--- config.mk ---
export PLATFORM = sky130hd
export DESIGN_NAME = sme_result_collector
export DESIGN_NICKNAME = d
export VERILOG_FILES = /design/src/rtl/sme_result_collector.sv
export SDC_FILE = /design/constraint.sdc
export NUM_CORES = 1
export LEC_CHECK = 0
export CAP_MARGIN = 20
export CELL_PAD_IN_SITES_DETAIL_PLACEMENT = 1
export CELL_PAD_IN_SITES_GLOBAL_PLACEMENT = 1
export CORE_ASPECT_RATIO = 0.7
export CORE_MARGIN = 2
export CORE_UTILIZATION = 52
export DETAILED_ROUTE_END_ITERATION = 6
export PLACE_DENSITY_LB_ADDON = 0.1
export RECOVER_POWER = 100
export SLEW_MARGIN = 10
export SYNTH_ARGS = -nofsm -noshare
export SYNTH_HDL_FRONTEND = slang
export SYNTH_SLANG_ARGS = --single-unit
--- constraint.sdc ---
create_clock -name clk -period 5.8 [get_ports clk]
set_clock_uncertainty 0.2 [all_clocks]
set_input_delay 0.58 -clock clk [delete_from_list [all_inputs] [get_ports clk]]
set_output_delay 0.58 -clock clk [all_outputs]
set_load 0.01 [all_outputs]
--- src/rtl/sme_result_collector.sv ---
// Result collector for the string-matching engine: tags each result pulse with a
// sequence number, buffers it in a show-ahead FIFO and keeps saturating statistics.
module sme_result_collector #(
  parameter int DEPTH = 8,
  parameter int IDX_W = 5,
  parameter int CNT_W = 8
) (
  input  logic                       clk,
  input  logic                       reset,
  input  logic                       clr,
  input  logic                       sme_valid,
  input  logic                       sme_match,
  input  logic [IDX_W-1:0]           sme_match_index,
  output logic                       res_valid,
  input  logic                       res_ready,
  output logic [CNT_W-1:0]           res_seq,
  output logic                       res_match,
  output logic [IDX_W-1:0]           res_index,
  output logic [$clog2(DEPTH+1)-1:0] level,
  output logic [CNT_W-1:0]           query_cnt,
  output logic [CNT_W-1:0]           match_cnt,
  output logic [CNT_W-1:0]           drop_cnt,
  output logic                       overflow
);

  localparam int AW = $clog2(DEPTH);
  localparam int LW = $clog2(DEPTH + 1);

  logic [AW:0]      wr_ptr;
  logic [AW:0]      rd_ptr;
  logic [CNT_W-1:0] seq;

  logic [CNT_W-1:0] mem_seq   [DEPTH];
  logic             mem_match [DEPTH];
  logic [IDX_W-1:0] mem_idx   [DEPTH];

  logic empty;
  logic full;
  logic push_try;
  logic push_ok;
  logic pop;
  logic drop;

  function automatic logic [CNT_W-1:0] sat_inc(input logic [CNT_W-1:0] v);
    return (&v) ? v : v + CNT_W'(1);
  endfunction

  assign empty    = (wr_ptr == rd_ptr);
  assign full     = (wr_ptr[AW-1:0] == rd_ptr[AW-1:0]) && (wr_ptr[AW] != rd_ptr[AW]);
  assign pop      = !empty && res_ready;
  assign push_try = sme_valid && !clr;
  // A full FIFO still accepts a push when the head leaves on the same edge.
  assign push_ok  = push_try && (!full || pop);
  assign drop     = push_try && full && !pop;

  always_ff @(posedge clk) begin
    if (reset || clr) begin
      wr_ptr    <= '0;
      rd_ptr    <= '0;
      seq       <= '0;
      query_cnt <= '0;
      match_cnt <= '0;
      drop_cnt  <= '0;
      overflow  <= 1'b0;
    end else begin
      if (push_ok) wr_ptr <= wr_ptr + (AW+1)'(1);
      if (pop)     rd_ptr <= rd_ptr + (AW+1)'(1);
      if (push_try) begin
        seq       <= seq + CNT_W'(1);
        query_cnt <= sat_inc(query_cnt);
        if (sme_match) match_cnt <= sat_inc(match_cnt);
      end
      if (drop) begin
        drop_cnt <= sat_inc(drop_cnt);
        overflow <= 1'b1;
      end
    end
  end

  // Storage needs no reset: an entry is only visible between the pointers.
  always_ff @(posedge clk) begin
    if (push_ok) begin
      mem_seq[wr_ptr[AW-1:0]]   <= seq;
      mem_match[wr_ptr[AW-1:0]] <= sme_match;
      mem_idx[wr_ptr[AW-1:0]]   <= sme_match ? sme_match_index : '0;
    end
  end

  assign level     = LW'(wr_ptr - rd_ptr);
  assign res_valid = !empty;
  assign res_seq   = empty ? '0   : mem_seq[rd_ptr[AW-1:0]];
  assign res_match = empty ? 1'b0 : mem_match[rd_ptr[AW-1:0]];
  assign res_index = empty ? '0   : mem_idx[rd_ptr[AW-1:0]];

endmodule
======== Yosys cells after proc, flatten, opt, wreduce, memory -nomap -nowiden ========
Memory sizes are Yosys's and may differ from the RTL's. A register that Yosys moved wholly into a read port is not among the register bits.
Index checks and enable logic that the tools add are counted.
storage, ports and cells
  flip-flop bits (word level) ............. 41
  latch bits .............................. 0
  bits in writable memories ............... 112
  bits in read-only memories .............. 0
  bits of input ports ..................... 11
  output and inout bits ................... 44
  memories kept ........................... 3
cells by class
  add/subtract/negate cells ............... 7
  multipliers ............................. 0
  div/mod/pow operators ................... 0
  order comparisons ....................... 0
  equality and inequality tests ........... 3
  shifts and indexed selects .............. 0
  mux-type cells .......................... 12
  bitwise logic cells ..................... 3
  reduce and logical (&&, ||, !) cells .... 18
memory list
  memory     depth  bits a word  rd ports  clocked after memory_dff  write ports  line  RTL
  mem_seq    8      8            1         1                         1            33    logic [CNT_W-1:0] mem_seq [DEPTH];
  mem_idx    8      5            1         1                         1            35    logic [IDX_W-1:0] mem_idx [DEPTH];
  mem_match  8      1            1         1                         1            34    logic mem_match [DEPTH];
operators with widths
  kind                   count
  $add A8 B1 Y8 const B  4
  $reduce_and A8 Y1      3
  $mux W3                6
  $mux W5                2
  $add A4 B1 Y4 const B  2
  $mux W8                1
  $logic_and A1 B1 Y1    6
  $eq A4 B4 Y1           1
  $logic_not A1 Y1       4
  $reduce_and A2 Y1      2
  $sub A4 B4 Y4          1
  $eq A3 B3 Y1           1
  $mux W1                3
  $not A1 Y1             3
  $reduce_and A3 Y1      1
  $logic_or A1 B1 Y1     2
  $ne A1 B1 Y1           1

======== Longest topological paths before layout ========
Gate-level depths: netlist of the first run.
  word-level depth ........................ 7
  mapped depth ............................ 7
  mapped depth without buffers ............ 6

======== Least setup slack after synthesis of the first run ========
OpenSTA, ideal clock, no wires.
  kind .................................... input to register
  start point ............................. in sme_valid
  end point ............................... mem mem_idx[1][0], enable pin
  data arrival time ....................... 2,407 ps
  required time ........................... 5,197 ps
  path slack .............................. 2,790 ps
  cell stages on the path ................. 4
  buffers on the path ..................... 0
  cell sequence ........................... nor2b_1 -> o21ai_0 -> or2_2 -> nor3_1
on the way
  cells in the longest elaborated chain, start to end .. 4
RTL lines
  item                 line  RTL
  from (decl)          11    input logic sme_valid,
  $logic_and A1 B1 Y1  51    assign push_try = sme_valid && !clr;
  $logic_and A1 B1 Y1  53    assign push_ok = push_try && (!full || pop);
  $mux W1              82    if (push_ok) begin
  $mux W1              85    mem_idx[wr_ptr[AW-1:0]] <= sme_match ? sme_match_index : '0;
  to (decl)            35
Every way passes these cells.

======== Worst setup path in the final report of the first run ========
  start point ............................. reg wr_ptr[0]
  end point ............................... out res_seq[3]
on the way
  cells in the longest elaborated chain, start to end .. 2
RTL lines
  item                    line  RTL
  from (decl)             29    logic [AW:0] wr_ptr;
  from (signal assigned)  66    if (push_ok) wr_ptr <= wr_ptr + (AW+1)'(1);
  $eq A4 B4 Y1            48    assign empty = (wr_ptr == rd_ptr);
  $mux W8                 91    assign res_seq = empty ? '0 : mem_seq[rd_ptr[AW-1:0]];
  to (decl)               16    output logic [CNT_W-1:0] res_seq,
Every way passes these cells.

==> flow_summary.json, run 1 <==
{
  "crit_arrival_ns": 3.23,
  "crit_path_end_kind": "output port",
  "drive_above_1_share": 0.128,
  "finalWirelength_um": 16300,
  "crit_top_cell": "nor2_1",
  "die_h_um": 97.0,
  "nFillCells": 1118,
  "synth_edf_count": 112,
  "async_flop_share": 0,
  "grt_pass1_wl_um": 25400,
  "synth_top_cells_by_count": "edfxtp_1 (112), nor2_1 (55), dfxtp_1 (44), mux4_2 (28), mux2i_1 (24)",
  "violations": "max-capacitance violations, max-slew violations",
  "cts_setup_buffers": 0,
  "maxCapViolations": 1,
  "hold_end": "overflow$_SDFFE_PP0P_",
  "post_cts_resized": 0,
  "r2r_cells": 7,
  "synth_seq_cells": 156,
  "cts_buffer_depth": 2,
  "r2r_start": "wr_ptr[0]$_SDFFE_PP0P_",
  "synth_top_cells_by_area": "edfxtp_1 (52%), dfxtp_1 (14%), mux4_2 (9.8%)",
  "pre_cts_ws_ns": 2.00,
  "rows": 33,
  "cp_max_fo": 15,
  "path_class": "reg -> out",
  "setup_tns_ns": 0,
  "cts_max_level": 4,
  "min_path_type": "reg -> reg",
  "grt_overflow_total": 0,
  "io_pins": 55,
  "crit_path_top_delay_cell": "clkbuf_1",
  "report.final.setup_viol": 0,
  "drtAntennaViolNets": 0,
  "dp_hpwl_um": 9580,
  "cts-root-buf": "clkbuf_16",
  "finalHoldViolCount": 0,
  "setup_ws_ns": 1.79,
  "core_region_area_um2": 11900,
  "outcome": "complete, but fails checks",
  "p_leak_nw": 2.67,
  "r2r-end": "mem_idx[0][2]$_DFFE_PP_",
  "syn2layout_area_growth_pct": 21.5,
  "period_minus_slack_ns": 4.01,
  "clock_sinks": 156,
  "die-width_um": 137,
  "io_buffers": 54,
  "cp.required_ns": 5.02,
  "fin_nets": 524,
  "grt.total_usage": 0.264,
  "rsz0062_at_grt": "no",
  "synth_cells": 433,
  "fmax_mhz": 249,
  "first_global_vias": 4318,
  "slew_violations": 38,
  "slew_headroom": -0.516,
  "yosysMostFrequentCell": "edfxtp_1",
  "start_util": 0.541,
  "synth_area_um2": 6430,
  "wl_per_cell_um": 24.2,
  "ir_drop_v": 0.000258,
  "clock_latency_ns": 0.42,
  "ys_seq_area_frac": 0.660,
  "crit_chain": "inv_1 > ha_1 > nand3_1 > nor2_1 > clkbuf_1 > nor2_1 > dlygate4sd3_1",
  "worstMarginPinSlew_ns": 2.27,
  "grt_max_degree": 38,
  "drt-initial-drc-count": 346,
  "ys.flop_type": "edfxtp_1",
  "cts-hold-fix-buffers": 0,
  "startpoint_type": "flop",
  "cellPowerDensity_nw_per_um2": 314,
  "antennaDiodeCount": 0,
  "numCtsBuffers": 17,
  "firstDrtPassIters": 4,
  "min_path_cells": 2,
  "syn_nets": 454,
  "hp-start": "overflow$_SDFFE_PP0P_",
  "path_clk_slew_ns": 0.07,
  "drc_errors": 0,
  "synth_top_area_frac": 0.523,
  "fin_crit_sh": 0.692,
  "antenna_found_initial": 0,
  "synth_warnings": 0,
  "syn_area_per_cell_um2": 14.8,
  "rrSetupSlack_ns": 2.41,
  "synth.distinct_cells": 45,
  "viasPerCell": 5.99,
  "dieArea_um2": 13300,
  "place.gp.congestion": 0.771,
  "vias": 4031,
  "cpPeakStageDelay_ns": 0.67,
  "synth_area_leader_cell": "edfxtp_1",
  "cts_tree": "yes"
}
[area by class of cell]
cell class	instances	area, um^2	share of cell area
Tap cell	157	196	0.0251
Clock buffer	17	425	0.0545
Multi-Input combinational cell	251	2090	0.268
Clock inverter	15	204	0.0261
Sequential cell	156	4250	0.543
Timing Repair Buffer	67	609	0.0780
Inverter	10	37.5	0.00480
[flip-flops by register name, indices dropped and copies added (netlist names), named ones only]
name and flops:
mem_seq 64, mem_idx 40, drop_cnt 8, match_cnt 8, mem_match 8, query_cnt 8, seq 8, rd_ptr 4
wr_ptr 4, overflow 1
[per-layer routing]
layer | wire length, um | track usage
met2 | 8090 | 0.425
met5 | 0 | 0
met1 | 6970 | 0.358
met3 | 977 | 0.0629
met4 | 273 | 0.0809
[stage by stage]
stage                     hold WS (ns)  area [um^2]  std cells  power [mW]  utilization
after floorplan                  0.254         6430        433        1.26            -
after global placement           0.251         7210        639        1.29        0.606
after detailed placement         0.272         7210        639        1.29        0.606
after CTS                        0.287         7840        671        2.47        0.659
after global routing             0.311         7810        673        2.52        0.657
final                            0.275         7810        673        2.45        0.657
[layout by cell type (no fill, tap or decap), types with 7 or more instances in the layout]
cell type and instances:
clkbuf_1 11, nor3_1 8, nand4_1 10, o21ai_0 7, clkbuf_16 17, nand2_1 17, dfxtp_1 43, inv_1 10
nand3_1 10, nor2_1 55, clkdlybuf4s50_1 9, dlygate4sd3_1 45, ha_1 9, mux2i_1 24, xor2_1 14, edfxtp_1 112
a21oi_1 9, mux4_2 28
[power by group]
group	internal, mW	switching (mW)
sequential	1.19	0.00551
combinational	0.0285	0.0412
clock	0.693	0.491
total	1.92	0.538
[critical path: cells and delay by family (launching register included)]
family	cells	cell delay [ns]
buffers and inverters	3	1.47
adder cells (fa/ha/maj)	1	0.41
flip-flops	1	0.39
AND/OR/NAND/NOR	3	0.52
[worst max-delay path by stage]
stage / to / startpoint / slack, ns / cells past startpoint
6_report: res_seq[3] / wr_ptr[0]$_SDFFE_PP0P_ / 1.79 / 7
5_1_grt: res_seq[3] / wr_ptr[0]$_SDFFE_PP0P_ / 1.66 / 7
4_1_cts: res_seq[1] / flop / 2.00 / 4
3_5_place_dp: mem_idx[3][3]$_DFFE_PP_ / sme_valid / 2.00 / 6
3_3_place_gp: mem_idx[1][3]$_DFFE_PP_ / sme_valid / 2.11 / 6
2_1_floorplan: mem_idx[1][0]$_DFFE_PP_ / sme_valid / 2.79 / 4
[logic make-up after synthesis]
| group | Yosys count | synth area share |
|---|---|---|
| buf+inv | 26 | 0.0160 |
| xor+xnor | 21 | 0.0298 |
| compound gates | 37 | 0.0395 |
| simple gates | 131 | 0.0985 |
| mux | 52 | 0.135 |
| flops | 156 | 0.660 |
| fa+ha+maj | 10 | 0.0206 |
Note: power is estimated with default switching activity, not from simulation.
==> run 2: changes to the inputs <==
- CORE_UTILIZATION: 52 -> 43
- clock period: 5.8 -> 3.2 ns (I/O delays scaled with it)
==> run 2 against run 1 <==
The run now ends clean. Routed wire length down 11%. Sequential power up 81%. Power up 79%. Core utilization down 12 points. Final area up 0.67%. Combinational power up 79%.
==> flow_summary.json, run 2 (same netlist as run 1, synthesis figures left out) <==
{
  "power_mw": 4.40,
  "clock_sinks": 156,
  "cts_setup_buffers": 0,
  "layout_commonest_cell": "edfxtp_1",
  "maxCapViolations": 0,
  "dieArea_um2": 16000,
  "numCtsBuffers": 17,
  "firstDrtPassIters": 4,
  "io_buffers": 54,
  "clock_latency_ns": 0.43,
  "worstMarginPinSlew_ns": 1.44,
  "wl_per_cell_um": 20.4,
  "cts-root-buf": "clkbuf_16",
  "drc_errors": 0,
  "crit_path_top_delay_cell": "clkdlybuf4s50_1",
  "syn2layout_area_growth_pct": 22.3,
  "antennaDiodeCount": 0,
  "cp_top_family": "buffers and inverters",
  "period_minus_slack_ns": 3.04,
  "place.gp.congestion": 0.750,
  "rsz0062_at_grt": "no",
  "slew_headroom": 0.0394,
  "cp.depth": 7,
  "cpPeakStageDelay_ns": 0.58,
  "mostFrequentLayoutCells": "edfxtp_1 (112), nor2_1 (55), dfxtp_1 (43), dlygate4sd3_1 (32), mux4_2 (28)",
  "antenna_found_initial": 0,
  "ir_drop_v": 0.000329,
  "cts-hold-fix-buffers": 0,
  "drtAntennaViolNets": 0,
  "setup_ws_ns": 0.155,
  "outcome": "completed",
  "grt_max_degree": 38,
  "io_pins": 55,
  "cellPowerDensity_nw_per_um2": 559,
  "fin_nets": 528,
  "start_util": 0.438,
  "final_area_um2": 7870,
  "first_global_vias": 4033,
  "cts_max_level": 4,
  "drt-initial-drc-count": 212,
  "pre_cts_ws_ns": 0.515,
  "path_clk_slew_ns": 0.07,
  "placed_cell_area_um2": 7310,
  "placed_cells": 683,
  "p_leak_nw": 2.65,
  "startpoint_type": "flop",
  "crit_path_end_kind": "output port",
  "finalHoldViolCount": 0,
  "post_cts_resized": 0,
  "crit_chain": "inv_1 > ha_1 > nand3_1 > nor2_1 > buf_4 > nor2_1 > clkdlybuf4s50_1",
  "report.final.setup_viol": 0,
  "grt_pass1_wl_um": 23000,
  "fmax_mhz": 328,
  "vias": 3803,
  "min_path_cells": 2,
  "grt_overflow_total": 0,
  "fin_crit_sh": 0.951,
  "critPathBufInv": 3,
  "largest_reg_flops": 64,
  "setup_tns_ns": 0,
  "nFillCells": 1441,
  "dp_hpwl_um": 9380,
  "drive_above_1_share": 0.146,
  "final_cells": 715,
  "crit_top_cell": "nor2_1",
  "cts_tree": "yes",
  "core_region_area_um2": 14700,
  "rows": 37,
  "finalWirelength_um": 14600,
  "cp.required_ns": 2.68,
  "cp_max_fo": 15,
  "r2r_cells": 7,
  "multi_input_area_um2": 2080,
  "die_h_um": 106,
  "crit_arrival_ns": 2.52,
  "grt.total_usage": 0.197,
  "viasPerCell": 5.32,
  "die-width_um": 150,
  "min_path_type": "reg -> reg",
  "cts_buffer_depth": 2,
  "seqCellArea_um2": 4250,
  "slew_violations": 0,
  "path_class": "reg -> out"
}
[run 2: cell types whose count changed in the layout (fill, tap and decap cells not counted)]
cell,before,now
or2_0,1,0
a2111oi_0,0,1
clkinvlp_4,1,4
clkdlybuf4s50_1,9,22
clkbuf_2,0,8
clkbuf_1,11,4
clkinv_4,4,1
a2111oi_4,1,0
buf_4,1,5
or2_1,0,1
dlygate4sd3_1,45,32
clkinv_8,1,0
[run 2: per-stage QoR]
step | hold WS (ns) | utilization
final | 0.285 | 0.536
after global routing | 0.313 | 0.536
after CTS | 0.288 | 0.540
after detailed placement | 0.272 | 0.498
after global placement | 0.249 | 0.498
after floorplan | 0.219 | -
[run 2: worst paths after layout]
check	from	to	slack (ns)
max	rd_ptr[1]$_SDFFE_PP0N_	res_seq[2]	0.16
min	overflow$_SDFFE_PP0P_	overflow$_SDFFE_PP0P_	0.28
max reg2reg	rd_ptr[1]$_SDFFE_PP0N_	mem_idx[1][0]$_DFFE_PP_	0.41
min reg2reg	overflow$_SDFFE_PP0P_	overflow$_SDFFE_PP0P_	0.28
[run 2: cell type report]
| type | instances | area share |
|---|---|---|
| tap | 195 | 0.0310 |
| clock buffer | 18 | 0.0546 |
| timing repair buffer | 71 | 0.0826 |
| multi-input combinational | 251 | 0.264 |
| clock inverter | 14 | 0.0234 |
| sequential | 156 | 0.540 |
| inverter | 10 | 0.00477 |
[run 2: power breakdown]
part	switching, mW	internal [mW]	leakage (nW)
combinational	0.0705	0.0545	1.01
sequential	0.00818	2.16	1.36
clock	0.856	1.25	0.286
total	0.934	3.46	2.65
[run 2: worst min-delay path: stages, from the launching register on]
cell and delay [ns]:
dfxtp_1 0.34, nor2_1 0.05, nor2_1 0.07
[run 2: layer usage]
metal | share of wire | GRT usage | up-vias | wire length [um]
met5 | 0 | 0 | - | 0
met3 | 0.022 | 0.0403 | 9 | 314
met2 | 0.47 | 0.305 | 39 | 6810
met1 | 0.50 | 0.281 | 1948 | 7300
li1 | - | - | 1807 | -
met4 | 0.010 | 0.0627 | 0 | 145
==> run 3: changes to the inputs <==
- REMOVE_ABC_BUFFERS: unset -> 1
- clock period: 3.2 -> 2.6 ns (I/O delays scaled with it)
==> run 3 against run 2 <==
Hold slack got worse by 0.015 ns. Clock power rose by 13%. Non-clock buffer count grew 14. First-iteration DRC count shrank 25%. Die area unchanged. Register-to-register slack lost 0.28 ns. Critical path type unchanged. Largest power group unchanged. Core utilization is 1.7 points higher. Highest routed layer unchanged. Power increased by 19%. Setup slack got worse by 0.067 ns. Combinational power rose by 38%. Critical path depth is 1 lower. Final area is 3.2% higher.
==> flow_summary.json, run 3 (same netlist as run 1, synthesis figures left out) <==
{
  "min_path_cells": 2,
  "largest_reg_flops": 64,
  "vias": 3930,
  "met1_usage": 0.297,
  "endpoint": "res_seq[4]",
  "grt.total_usage": 0.211,
  "pre_cts_ws_ns": 0.133,
  "mostFrequentLayoutCells": "edfxtp_1 (112), nor2_1 (54), dfxtp_1 (40), mux4_2 (28), dlygate4sd3_1 (28)",
  "syn2layout_area_growth_pct": 26.3,
  "antenna_found_initial": 0,
  "maxCapViolations": 0,
  "crit_path_end_kind": "output port",
  "power_mw": 5.21,
  "dieArea_um2": 16000,
  "io_pins": 55,
  "path_clk_slew_ns": 0.06,
  "setup_tns_ns": 0,
  "crit_arrival_ns": 2.05,
  "cts-hold-fix-buffers": 0,
  "dp_hpwl_um": 9810,
  "drc_errors": 0,
  "worstMarginPinSlew_ns": 1.18,
  "cts_tree": "yes",
  "min_path_type": "reg -> reg",
  "start_util": 0.438,
  "fin_util": 0.553,
  "drt-initial-drc-count": 160,
  "met3_usage": 0.0489,
  "slew_headroom": 0.214,
  "setup_ws_ns": 0.0881,
  "final_area_um2": 8120,
  "drive_above_1_share": 0.180,
  "fmax_mhz": 398,
  "report.final.setup_viol": 0,
  "rows": 37,
  "die_h_um": 106,
  "r2r_cells": 6,
  "rsz0062_at_grt": "yes",
  "cp_max_fo": 7,
  "clock_sinks": 156,
  "startpoint_type": "flop",
  "finalWirelength_um": 15500,
  "grt_pass1_wl_um": 24300,
  "wl_per_cell_um": 21.3,
  "grt_overflow_total": 0,
  "r2r_start": "rd_ptr[0]$_SDFFE_PP0N_",
  "ir_drop_v": 0.000508,
  "cts_max_level": 4,
  "cellPowerDensity_nw_per_um2": 642,
  "fin_nets": 542,
  "cts-root-buf": "clkbuf_16",
  "cp.required_ns": 2.14,
  "layout_commonest_cell": "edfxtp_1",
  "grt_max_degree": 31,
  "timing.hold.ws_ns": 0.269,
  "grt_use_met2": 0.332,
  "path_class": "reg -> out",
  "firstDrtPassIters": 4,
  "numCtsBuffers": 17,
  "drtAntennaViolNets": 0,
  "slew_violations": 0,
  "outcome": "completed",
  "fin_crit_sh": 0.966,
  "rrSetupSlack_ns": 0.13,
  "io_buffers": 54,
  "p_leak_nw": 2.81,
  "placed_cell_area_um2": 7480,
  "antennaDiodeCount": 0,
  "clock_latency_ns": 0.42,
  "cts_buffer_depth": 2,
  "finalHoldViolCount": 0,
  "final_cells": 729,
  "viasPerCell": 5.39,
  "first_global_vias": 4170,
  "placed_cells": 690,
  "period_minus_slack_ns": 2.51,
  "top_usage_layer": "met2",
  "die-width_um": 150,
  "core_region_area_um2": 14700,
  "place.gp.congestion": 0.800,
  "r2r-end": "wr_ptr[3]$_SDFFE_PP0P_"
}
[run 3: cell count changes in the layout (fill, tap and decap cells not counted), sizes merged]
| cell | change |
|---|---|
| clkbuf | -2 |
| clkdlybuf4s50 | -14 |
| inv | -4 |
| clkdlybuf4s15 | +4 |
| dlygate4sd2 | +10 |
| clkinvlp | -2 |
| dlygate4sd3 | -4 |
| clkinv | +6 |
| dlymetal6s2s | +1 |
| bufinv | -1 |
| buf | +20 |
[run 3: layout make-up]
class | instances | area (um^2)
Fill cell | 1390 | 6560
Inverter | 10 | 37.5
Sequential cell | 156 | 4250
Multi-Input combinational cell | 251 | 2150
Clock inverter | 13 | 124
Timing Repair Buffer | 85 | 872
Clock buffer | 19 | 433
Tap cell | 195 | 244
[run 3: how the worst min path moves through the flow]
stage,from,end,slack (ns)
2_1_floorplan,sme_match,mem_match[0]$_DFFE_PP_,0.16
3_3_place_gp,overflow$_SDFFE_PP0P_,overflow$_SDFFE_PP0P_,0.25
3_5_place_dp,overflow$_SDFFE_PP0P_,overflow$_SDFFE_PP0P_,0.27
4_1_cts,overflow$_SDFFE_PP0P_,overflow$_SDFFE_PP0P_,0.29
5_1_grt,overflow$_SDFFE_PP0P_,overflow$_SDFFE_PP0P_,0.30
6_report,overflow$_SDFFE_PP0P_,overflow$_SDFFE_PP0P_,0.27
[run 3: metal layers]
metal,up-vias,wire length (um)
met3,7,586
met5,-,0
met1,2024,7440
li1,1832,-
met4,0,108
met2,67,7410
[run 3: critical path, stage by stage, from the launching register on]
cell and delay, ns:
dfxtp_4 0.38, buf_12 0.11, buf_12 0.13, mux4_2 0.53, mux2i_1 0.14, nor2_1 0.06, dlygate4sd2_1 0.28
[run 3: power by group]
group,switching [mW],internal [mW]
combinational,0.0946,0.0770
clock,0.970,1.40
sequential,0.0104,2.66
total,1.07,4.14
[run 3: repair_timing]
action / in CTS / in global routing
pin swaps: 0 / 1
endpoints found under the setup margin: 18 / 10
resized for setup: 41 / 10
setup buffers: 5 / 1
gates cloned: 2 / 0
